### src/rtl/bus_timer.sv
`default_nettype none
// ============================================================================
//  Module   : bus_timer
//  Purpose  : Memory-mapped timer on the data-memory bus. Prescaled 32-bit
//             up-counter with compare register, sticky match flag and a
//             registered level interrupt. Zero-wait-state reads.
//  Revision : 1.0  initial release
// ============================================================================
module bus_timer #(
    parameter int                    ADDR_WIDTH = 32,
    parameter int                    DATA_WIDTH = 32,
    parameter logic [ADDR_WIDTH-1:0] BASE_ADDR  = 32'h1000_0000
) (
    input  logic                  clk_i,
    input  logic                  rst_i,
    input  logic                  ram_request_i,
    input  logic                  ram_we_i,
    input  logic [ADDR_WIDTH-1:0] ram_addr_i,
    input  logic [DATA_WIDTH-1:0] ram_wdata_i,
    output logic [DATA_WIDTH-1:0] ram_rdata_o,
    output logic                  irq_o
);

    // Word indices within the 256-byte window
    localparam logic [5:0] c_IDX_CTRL     = 6'd0;
    localparam logic [5:0] c_IDX_PRESCALE = 6'd1;
    localparam logic [5:0] c_IDX_COUNT    = 6'd2;
    localparam logic [5:0] c_IDX_COMPARE  = 6'd3;
    localparam logic [5:0] c_IDX_STATUS   = 6'd4;

    localparam logic [DATA_WIDTH-1:0] c_ONE  = DATA_WIDTH'(1);
    localparam logic [DATA_WIDTH-1:0] c_ZERO = '0;

    // CTRL bit positions
    localparam int c_EN = 0;
    localparam int c_AR = 1;
    localparam int c_IE = 2;

    // Architectural state
    logic [2:0]            r_ctrl;
    logic [DATA_WIDTH-1:0] r_prescale;
    logic [DATA_WIDTH-1:0] r_count;
    logic [DATA_WIDTH-1:0] r_compare;
    logic                  r_match;
    logic [DATA_WIDTH-1:0] r_psc;
    logic                  r_irq;

    // Decode and next-state values
    logic                  w_sel;
    logic [5:0]            w_idx;
    logic                  w_wr;
    logic                  w_wr_ctrl;
    logic                  w_wr_prescale;
    logic                  w_wr_count;
    logic                  w_wr_compare;
    logic                  w_wr_status;
    logic                  w_tick;
    logic                  w_hit;
    logic [2:0]            w_ctrl_n;
    logic [DATA_WIDTH-1:0] w_prescale_n;
    logic [DATA_WIDTH-1:0] w_count_n;
    logic [DATA_WIDTH-1:0] w_compare_n;
    logic                  w_match_n;
    logic [DATA_WIDTH-1:0] w_psc_n;
    logic                  w_unused_addr;

    // Byte lane bits are meaningless for full-word-only access
    assign w_unused_addr = ^ram_addr_i[1:0];

    // Address decode and write strobes
    always_comb begin
        w_sel         = ram_request_i && (ram_addr_i[ADDR_WIDTH-1:8] == BASE_ADDR[ADDR_WIDTH-1:8]);
        w_idx         = ram_addr_i[7:2];
        w_wr          = w_sel && ram_we_i;
        w_wr_ctrl     = w_wr && (w_idx == c_IDX_CTRL);
        w_wr_prescale = w_wr && (w_idx == c_IDX_PRESCALE);
        w_wr_count    = w_wr && (w_idx == c_IDX_COUNT);
        w_wr_compare  = w_wr && (w_idx == c_IDX_COMPARE);
        w_wr_status   = w_wr && (w_idx == c_IDX_STATUS);
        // Tick and match use the current (pre-write) register contents
        w_tick        = r_ctrl[c_EN] && (r_psc == r_prescale);
        // A bus write to COUNT discards the tick, so no match is evaluated
        w_hit         = w_tick && !w_wr_count && (r_count == r_compare);
    end

    // Next-state computation for all timer registers
    always_comb begin
        w_ctrl_n     = w_wr_ctrl     ? ram_wdata_i[2:0] : r_ctrl;
        w_prescale_n = w_wr_prescale ? ram_wdata_i      : r_prescale;
        w_compare_n  = w_wr_compare  ? ram_wdata_i      : r_compare;

        // Prescaler: idle when disabled, restarted by a PRESCALE write
        if (!r_ctrl[c_EN] || w_wr_prescale || w_tick) begin
            w_psc_n = c_ZERO;
        end else begin
            w_psc_n = r_psc + c_ONE;
        end

        // Counter: bus write has priority over the tick
        if (w_wr_count) begin
            w_count_n = ram_wdata_i;
        end else if (w_hit && r_ctrl[c_AR]) begin
            w_count_n = c_ZERO;
        end else if (w_tick) begin
            w_count_n = r_count + c_ONE;
        end else begin
            w_count_n = r_count;
        end

        // Sticky match: a new match beats a simultaneous W1C
        if (w_hit) begin
            w_match_n = 1'b1;
        end else if (w_wr_status && ram_wdata_i[0]) begin
            w_match_n = 1'b0;
        end else begin
            w_match_n = r_match;
        end
    end

    // State registers with asynchronous clear
    always_ff @(posedge clk_i or posedge rst_i) begin
        if (rst_i) begin
            r_ctrl     <= 3'b000;
            r_prescale <= c_ZERO;
            r_count    <= c_ZERO;
            r_compare  <= c_ZERO;
            r_match    <= 1'b0;
            r_psc      <= c_ZERO;
            r_irq      <= 1'b0;
        end else begin
            r_ctrl     <= w_ctrl_n;
            r_prescale <= w_prescale_n;
            r_count    <= w_count_n;
            r_compare  <= w_compare_n;
            r_match    <= w_match_n;
            r_psc      <= w_psc_n;
            r_irq      <= w_match_n && w_ctrl_n[c_IE];
        end
    end

    // Zero-latency read mux; unselected or write cycles return 0
    always_comb begin
        ram_rdata_o = c_ZERO;
        if (w_sel && !ram_we_i) begin
            case (w_idx)
                c_IDX_CTRL:     ram_rdata_o = {{(DATA_WIDTH-3){1'b0}}, r_ctrl};
                c_IDX_PRESCALE: ram_rdata_o = r_prescale;
                c_IDX_COUNT:    ram_rdata_o = r_count;
                c_IDX_COMPARE:  ram_rdata_o = r_compare;
                c_IDX_STATUS:   ram_rdata_o = {{(DATA_WIDTH-1){1'b0}}, r_match};
                default:        ram_rdata_o = c_ZERO;
            endcase
        end
    end

    assign irq_o = r_irq;

endmodule
`default_nettype wire
### config.mk
export PLATFORM = sky130hd
export DESIGN_NAME = bus_timer
export DESIGN_NICKNAME = d
export VERILOG_FILES = /design/src/rtl/bus_timer.sv
export SDC_FILE = /design/constraint.sdc
export NUM_CORES = 1
export LEC_CHECK = 0
export ABC_AREA = 1
export BUFFER_PORTS_ARGS = -buffer_cell sky130_fd_sc_hd__buf_2
export CAP_MARGIN = 20
export CORE_ASPECT_RATIO = 0.75
export CORE_MARGIN = 8
export CORE_UTILIZATION = 60
export CTS_BUF_LIST = sky130_fd_sc_hd__clkbuf_8
export DETAILED_ROUTE_END_ITERATION = 7
export HOLD_SLACK_MARGIN = 0.15
export PLACE_DENSITY = 0.79
export SYNTH_ARGS = -nofsm -noshare
export SYNTH_HDL_FRONTEND = slang
export SYNTH_SLANG_ARGS = --single-unit
### constraint.sdc
create_clock -name clk_i -period 7.82 [get_ports clk_i]
set_input_delay 2.346 -clock clk_i [delete_from_list [all_inputs] [get_ports clk_i]]
set_output_delay 2.346 -clock clk_i [all_outputs]
set_load 0.05 [all_outputs]
==> results.ini, run 1 <==
[global_route]
busiest_layer = met1
grt_pass1_wl_um = 43800
grt_pass1_vias = 8311
grtUsageTotal_pct = 29.1
grt_util_met1_pct = 42.8
grt_overflow = 0
grtUsageMet2_pct = 40.5
grt_max_degree = 82
antenna_found_initial = 0
grt.met3_usage_pct = 8.83

[timing]
rsz0062_at_grt = false
finalCritPeriodShare_pct = 88.5
max_freq_ghz = 0.144
finalSetupViolations = 0
min_period_ns = 6.92
drv_slew = 0
clock_skew_ns = 0.0192
timing.hold.ws_ns = 0.535
tightest_slew_ns = 0.959
hold_violations = 0
slew_headroom_pct = 35.9
setup_tns_ns = 0

[synthesis]
ys_ff_latch = 133
postSynthAreaPerCell_um2 = 6.90
syn_nets = 1389
netlist_area_mm2 = 0.00910
synth_ff_type = dfrtp_1
synth_area_leader_cell = dfrtp_1
synth_edf_count = 0
ys_types = 45
synthTopCellsByArea = dfrtp_1, nand2_1, inv_1
synth_cells = 1319
yosys.area.top_type_share_pct = 36.6
yosysWarnings = 0
synth-seq-area-share_pct = 36.6
async_flop_share_pct = 100

[status]
status = finished, final reports clean

[detailed_routing]
wl_per_cell_um = 17.1
route.detailed.drc = 0
drt-total-wl_um = 27500
ant_nets = 0
num_vias = 9054
drtPass1Iterations = 6
drt_iter0_drc = 1087
via_per_inst = 5.64

[critical_path]
crit_type = input port to primary output
crit_family = simple AND/OR/NAND/NOR gates
cpPeakStageDelay_ns = 0.57
crit_buf_inv = 3
start_kind = input port
cp_max_fo = 23
worstSetupEndpointType = primary output
crit_required_ns = 5.47
worst_path_max_delay_cell = nand2_1
path_cells = buf_2, or2_1, nor3_2, nand2_1, nor2_1, nand2_1, buf_4, a31oi_1, buf_2
cp_data_arrival_time_ns = 4.57

[floorplan]
start_util_pct = 60.6
die_h_um = 123
fp.dieW_um = 158
core_area_mm2 = 0.0150
num_rows = 39
pin_count = 101
die-area_mm2 = 0.0194

[clock_network]
clock-sinks = 133
root_buffer = clkbuf_8
cts_resized = 0
cts.clk_slew.worst_paths_ns = 0.08
hold_buffers = 0
clock_path_buffers = 2
insertion_delay_ns = 0.47
htreeDepth = 4
cts_tree = yes
cts_made_buffers = 17
cts_setup_buffers = 0

[power_and_ir_drop]
irDropWorstVdd_uv = 106
p_sw_uw = 341
clkPwrFrac_pct = 43.3
internal_power_uw = 964
seq_power_share_pct = 52.6
netSwitchingFraction_pct = 26.1
p_comb_share_pct = 4.1
powerDensity_mw_per_mm2 = 130
p_leak_uw = 0.00497

[layout]
multi_input_area_mm2 = 0.00485
seqCellArea_mm2 = 0.00333
drive_gt1_share_pct = 14.5
area_growth_pct = 10.5
nets = 1458
n_antenna_cell = 0
design_area_mm2 = 0.0101
fill_cells = 1348

[placement]
gp_congestion = 0.986
portBuffers = 98
place_area_mm2 = 0.00964
dpl.hpwl_um = 20300

[flow_run]
cap_violations = 0

[min_path]
worstHoldPathType = register to register

-- kinds of logic (layout without fill, tap and decap cells) --
logic type,Yosys count,after routing,share of synthesized area (%)
adders and majority gates,2,2,0.275
buffers and inverters,231,313,10.3
and+or+nand+nor,723,723,34.5
xor gates and xnor gates,77,77,7.41
AOI/OAI and AO/OA,153,153,11.0
DFF,133,133,36.6
-- worst reg2reg max path, stage by stage, from the launching register on --
cell and delay [ns]:
dfrtp_1 0.45, xnor2_1 0.42, nand2_1 0.10, nor3_1 0.16, nand3_1 0.11, nor2_2 0.15, nand2_2 0.09, a21oi_4 0.66
nand2_1 0.20, o211ai_2 0.11
-- final timing paths --
check | from | slack, ns | cells after the start | endpoint
max | ram_addr_i[11] | 0.90 | 9 | ram_rdata_o[13]
min | r_compare[25] | 0.53 | 2 | r_compare[25]
max reg2reg | r_psc[22] | 5.26 | 9 | r_count[4]
min reg2reg | r_compare[25] | 0.53 | 2 | r_compare[25]
max in group asynchronous | rst_i | 4.66 | 3 | r_count[11]
min in group asynchronous | rst_i | 2.01 | 2 | r_psc[4]
-- final cells by class --
type | count | area share (%)
multi-input cells | 955 | 48.2
clock inverters | 14 | 1.28
flip-flops and latches | 133 | 33.1
repair buffers | 108 | 5.95
inverters | 173 | 6.51
well taps | 205 | 2.55
clock buffers | 18 | 2.46
-- power groups by stage --
stage               Clock, µW  Sequential (µW)  Combinational [µW]
floorplan                   0              701                23.6
global placement            0              701                52.9
detailed placement          0              701                53.4
CTS                       570              687                53.8
global route              602              687                60.4
finish                    565              687                53.3
-- synth_stat cells, types with 6 or more instances --
library cell  count
a21oi_1           9
a31oi_1          32
buf_2            19
clkbuf_1         25
clkbuf_2          6
dfrtp_1         133
inv_1           168
nand2_1         405
nand2_2           8
nand3_1          78
nand3_2           6
nand4_1          22
nor2_1          130
nor2_2            7
nor3_1           33
nor4_1            7
o211ai_1          7
o211ai_2         19
o21ai_0          60
o21ai_1          19
xnor2_1          11
xor2_1           66
-- metrics by stage --
step	std cells	setup WS, ns	utilization [%]	total power, µW
5_1_grt	1606	0.683	66.9	1350
2_1_floorplan	1319	1.34	-	725
3_5_place_dp	1572	0.827	64.1	754
6_report	1606	0.899	66.9	1310
4_1_cts	1604	0.812	66.6	1310
3_3_place_gp	1572	0.864	64.1	754
-- layout by cell type, fill, tap and decap left out, types with 2 or more instances in the layout --
| cell | n |
|---|---|
| clkinv_4 | 3 |
| or2_1 | 3 |
| nand3b_1 | 4 |
| nor2_4 | 4 |
| a21oi_1 | 9 |
| nor3_1 | 33 |
| inv_2 | 4 |
| inv_1 | 167 |
| ha_1 | 2 |
| o211ai_2 | 19 |
| nand2_4 | 2 |
| nand2_2 | 9 |
| clkbuf_8 | 18 |
| dfrtp_1 | 133 |
| o21ai_1 | 19 |
| nand3_2 | 6 |
| nor2_1 | 130 |
| a41oi_1 | 2 |
| xor2_1 | 66 |
| nand3_1 | 78 |
| buf_2 | 98 |
| xnor2_1 | 11 |
| clkinvlp_4 | 6 |
| nand2_1 | 404 |
| nor3b_1 | 4 |
| nor2_2 | 7 |
| nor3_2 | 4 |
| clkinv_2 | 2 |
| buf_4 | 8 |
| o21ai_0 | 60 |
| nand4_1 | 22 |
| a31oi_1 | 32 |
| nor4_1 | 7 |
| o211ai_1 | 7 |
| inv_6 | 3 |
-- per-layer routing --
metal | part of all wire [%] | wire length (µm)
met1 | 46 | 12700
met2 | 40 | 11100
met3 | 12 | 3170
met4 | 1.8 | 505
met5 | 0 | 0
-- state kept, by name, indices dropped and copies added, names as in the netlist --
signal,cells
r_compare,32
r_count,32
r_prescale,32
r_psc,32
r_ctrl,3
irq_o,1
r_match,1
Power figures use the tool's default switching activity.
==> run 2, diff against run 1 <==
Settings changed: PLACE_DENSITY 0.79 to default, PLACE_DENSITY_LB_ADDON from default to 0.2, TNS_END_PERCENT from default to 30.
==> results.ini, run 2 (synthesis results as in run 1) <==
[layout]
n_antenna_cell = 0  ; unchanged
drive_gt1_share_pct = 14.2  ; -0.27 points
area_growth_pct = 11.3
final_util_pct = 67.4  ; +0.46 points
fill_cells = 1378  ; +2.2%
final_common_cell = nand2_1
nets = 1458  ; unchanged
layout_common_cells = nand2_1, inv_1, dfrtp_1
fin_cells = 1604  ; -0.12%

[min_path]
worstHoldPathType = register to register
holdPathStages = 2  ; unchanged

[critical_path]
worstSetupEndpointType = primary output
cpPeakStageDelay_ns = 0.45  ; -0.12 ns
crit_required_ns = 5.47  ; about the same
crit_family = simple AND/OR/NAND/NOR gates
path_depth = 9  ; unchanged
cp_data_arrival_time_ns = 4.59  ; +0.02 ns
path_cells = buf_2, or2_1, nor3_2, nand2_1, nor2_1, nand2_1, buf_4, a31oi_1, buf_2
worst_path_max_delay_cell = nand2_1
cp_max_fo = 17  ; -26%
crit_type = input port to primary output
start_kind = input port
r2r_cells = 9  ; unchanged
crit_buf_inv = 3  ; unchanged

[clock_network]
clock-sinks = 133  ; unchanged
cts_made_buffers = 17  ; unchanged
cts.clk_slew.worst_paths_ns = 0.07  ; about the same
cts_resized = 0  ; unchanged
htreeDepth = 4  ; unchanged
root_buffer = clkbuf_8
hold_buffers = 0  ; unchanged
insertion_delay_ns = 0.46  ; about the same
clock_path_buffers = 2  ; unchanged
cts_tree = yes
cts_setup_buffers = 0  ; unchanged

[detailed_routing]
via_per_inst = 5.60  ; -0.74%
wl_per_cell_um = 17.2  ; +0.57%
num_vias = 8976  ; -0.86%
drt-total-wl_um = 27600  ; +0.44%
route.detailed.drc = 0  ; unchanged
ant_nets = 0  ; unchanged
drt_iter0_drc = 962  ; -11%
drtPass1Iterations = 5  ; -1

[floorplan]
die-area_mm2 = 0.0194  ; unchanged
num_rows = 39  ; unchanged
fp.dieW_um = 158  ; unchanged
die_h_um = 123  ; unchanged
pin_count = 101  ; unchanged
start_util_pct = 60.6  ; unchanged
core_area_mm2 = 0.0150  ; unchanged

[global_route]
grtUsageTotal_pct = 29.2  ; +0.14 points
grt_pass1_vias = 8209  ; -1.2%
grt_max_degree = 92  ; +12%
grt_overflow = 0  ; unchanged
grt_pass1_wl_um = 44000  ; +0.34%
antenna_found_initial = 0  ; unchanged

[timing]
rsz0062_at_grt = false
slew_headroom_pct = 41.0  ; +5.1 points
clock_skew_ns = 0.0171  ; -0.00216 ns
setup_ws_ns = 0.879  ; -0.0201 ns
tightest_slew_ns = 0.885  ; -0.0745 ns
finalCritPeriodShare_pct = 88.8  ; +0.26 points
max_freq_ghz = 0.144  ; -0.29%
hold_violations = 0  ; unchanged
min_period_ns = 6.94  ; +0.0201 ns
setup_tns_ns = 0  ; unchanged
finalSetupViolations = 0  ; unchanged
drv_slew = 0  ; unchanged

[placement]
portBuffers = 98  ; unchanged
gp_congestion = 0.951  ; -3.5%
dp_slack_ns = 0.811  ; -0.0162 ns
post-place-cells = 1572  ; unchanged
dpl.hpwl_um = 20300  ; about the same

[flow_run]
cap_violations = 0  ; unchanged

[power_and_ir_drop]
powerDensity_mw_per_mm2 = 139  ; +7.1%
p_leak_uw = 0.00503  ; +1.1%
irDropWorstVdd_uv = 127  ; +19%

[status]
status = finished, final reports clean

## run 2: cell count changes in the layout (fill, tap and decap cells not counted), sizes merged
cell / previous run / this run
clkbuf: 18 / 19
clkinvlp: 6 / 1
clkinv: 6 / 4
bufinv: 1 / 5
## run 2: area by class of cell
type                       count  area, µm²  area share [%]
inverter                     173        654            6.46
clock inverter                11        184            1.82
tap                          205        256            2.53
multi-input combinational    955       4850            47.8
clock buffer                  19        262            2.58
timing repair buffer         108        598            5.90
sequential                   133       3330            32.9
## run 2: through the flow
stage	hold slack, ns	instance area [µm²]	power, µW
5_1_grt	0.554	10100	1450
3_5_place_dp	0.518	9640	754
6_report	0.534	10100	1410
2_1_floorplan	0.475	9100	725
3_3_place_gp	0.509	9640	754
4_1_cts	0.534	10100	1410
## run 2: report_power, final
part / internal, µW / switching [µW]
clock network: 390 / 277
registers: 687 / 0.0000160
logic: 16.2 / 37.3
total: 1090 / 314
## run 2: worst paths after layout
| kind | to | startpoint | slack (ns) |
|---|---|---|---|
| max | ram_rdata_o[26] | ram_addr_i[11] | 0.88 |
| min | r_compare[5] | r_compare[5] | 0.53 |
| max reg2reg | r_count[4] | r_psc[22] | 5.16 |
| min reg2reg | r_compare[5] | r_compare[5] | 0.53 |
| max in group asynchronous | r_compare[19] | rst_i | 4.70 |
| min in group asynchronous | r_psc[9] | rst_i | 2.07 |
## run 2: routing by layer
layer  up-vias  share of wire [%]  track usage, %
li1       4330                  -               -
met1      4190                 46            42.4
met2       425                 41            41.0
met3        31                 11            9.04
met4         0                2.0            8.75
met5         -                  0               0
## run 2: worst min-delay path, stage by stage, from the launching register on
cell and delay (ns):
dfrtp_1 0.38, nand2_1 0.06, o21ai_0 0.06
==> run 3, diff against run 2 <==
Settings changed: CORE_UTILIZATION 60 to 65.
==> results.ini, run 3 (synthesis results as in run 1) <==
[critical_path]
crit_start = ram_addr_i[11]
crit_end = ram_rdata_o[26]
r2r-start = r_psc[22]
rrSetupSlack_ns = 5.22  ; +0.06 ns
start_kind = input port
crit_required_ns = 5.47  ; about the same
r2r_cells = 9  ; unchanged
cp_data_arrival_time_ns = 4.54  ; -0.05 ns
cp_max_fo = 18  ; +1
worstSetupEndpointType = primary output
crit_type = input port to primary output
r2r_end = r_count[21]

[power_and_ir_drop]
p_leak_uw = 0.00502  ; -0.20%
powerDensity_mw_per_mm2 = 135  ; -2.7%
irDropWorstVdd_uv = 177  ; +40%

[layout]
nets = 1459  ; +0.069%
fin_cells = 1577  ; -1.7%
drive_gt1_share_pct = 14.5  ; +0.25 points
layout_common_cells = nand2_1, inv_1, dfrtp_1
final_common_cell = nand2_1
fill_cells = 1180  ; -14%
area_growth_pct = 10.5
n_antenna_cell = 0  ; unchanged

[flow_run]
cap_violations = 0  ; unchanged

[floorplan]
fp.dieW_um = 153  ; -3.5%
die_h_um = 118  ; -3.4%
core_area_mm2 = 0.0137  ; -8.8%
num_rows = 37  ; -5.1%
pin_count = 101  ; unchanged
start_util_pct = 66.4  ; +5.9 points
die-area_mm2 = 0.0181  ; -6.8%

[timing]
hold_violations = 0  ; unchanged
slew_headroom_pct = 39.3  ; -1.7 points
finalCritPeriodShare_pct = 88.0  ; -0.75 points
timing.hold.ws_ns = 0.528  ; -0.00580 ns
clock_skew_ns = 0.0115  ; -0.00554 ns
max_freq_ghz = 0.145  ; +0.85%
min_period_ns = 6.88  ; -0.0588 ns
drv_slew = 0  ; unchanged
tightest_slew_ns = 0.910  ; +0.0250 ns
setup_tns_ns = 0  ; unchanged
rsz0062_at_grt = false
finalSetupViolations = 0  ; unchanged

[detailed_routing]
route.detailed.drc = 0  ; unchanged
ant_nets = 0  ; unchanged
via_per_inst = 5.78  ; +3.2%
drt-total-wl_um = 27400  ; -0.65%
drt_iter0_drc = 1044  ; +8.5%
wl_per_cell_um = 17.4  ; +1.0%
drtPass1Iterations = 8  ; +3
num_vias = 9109  ; +1.5%

[global_route]
grt_pass1_wl_um = 44400  ; +1.1%
grt_max_degree = 82  ; -11%
grt_overflow = 0  ; unchanged
antenna_found_initial = 0  ; unchanged
grt_pass1_vias = 8514  ; +3.7%
grtUsageTotal_pct = 30.6  ; +1.3 points

[clock_network]
cts_resized = 0  ; unchanged
cts_tree = yes
cts_setup_buffers = 0  ; unchanged
cts.clk_slew.worst_paths_ns = 0.07  ; about the same
clock_path_buffers = 2  ; unchanged
cts_made_buffers = 17  ; unchanged
root_buffer = clkbuf_8
insertion_delay_ns = 0.46  ; about the same
htreeDepth = 4  ; unchanged
clock-sinks = 133  ; unchanged
hold_buffers = 0  ; unchanged

[placement]
post-place-cells = 1544  ; -1.8%
gp_congestion = 1.02  ; +6.9%
dpl.hpwl_um = 20000  ; -1.3%
portBuffers = 98  ; unchanged

[min_path]
worstHoldPathType = register to register

[status]
status = finished, final reports clean

-- run 3: worst min path at each step --
stage,cells after the start,end,slack (ns),start
after detailed placement,2,r_compare[1],0.51,r_compare[1]
after global placement,2,r_compare[1],0.51,r_compare[1]
after CTS,2,r_compare[1],0.53,r_compare[1]
final,2,r_compare[1],0.53,r_compare[1]
after global routing,1,r_psc[0],0.56,r_psc[0]
after floorplan,2,r_prescale[19],0.47,r_prescale[19]
-- run 3: routing by layer --
metal | vias to the layer above | global-route usage (%) | share of wire [%]
met5 | - | 0 | 0
met4 | 0 | 9.19 | 2.2
met1 | 4229 | 42.5 | 44
met2 | 513 | 44.6 | 41
li1 | 4321 | - | -
met3 | 46 | 10.1 | 12
-- run 3: area by class of cell --
type / instances / area [µm²] / area share [%]
multi-input cells: 955 / 4850 / 48.2
flip-flops and latches: 133 / 3330 / 33.1
clock buffers: 19 / 262 / 2.60
clock inverters: 13 / 156 / 1.55
repair buffers: 109 / 593 / 5.90
well taps: 175 / 219 / 2.18
inverters: 173 / 654 / 6.51
-- run 3: critical path: stages --
cell	delay, ns
buf_2	0.10
or2_1	0.25
nor3_2	0.10
nand2_1	0.11
nor2_1	0.19
nand2_1	0.45
buf_4	0.40
a31oi_1	0.26
buf_2	0.32
-- run 3: metrics by stage --
| step | utilization, % | power, µW | cell area (µm²) | setup slack (ns) |
|---|---|---|---|---|
| 2_1_floorplan | - | 725 | 9100 | 1.34 |
| 5_1_grt | 73.4 | 1400 | 10100 | 0.783 |
| 6_report | 73.4 | 1360 | 10100 | 0.938 |
| 4_1_cts | 73.2 | 1360 | 10000 | 1.01 |
| 3_3_place_gp | 70.2 | 754 | 9610 | 1.03 |
| 3_5_place_dp | 70.2 | 754 | 9610 | 1.02 |
-- run 3: where the power goes --
| part | switching [µW] | internal, µW | leakage (µW) |
|---|---|---|---|
| sequential | 0.0000162 | 687 | 0.00185 |
| clock | 288 | 331 | 0.000217 |
| combinational | 37.3 | 16.1 | 0.00295 |
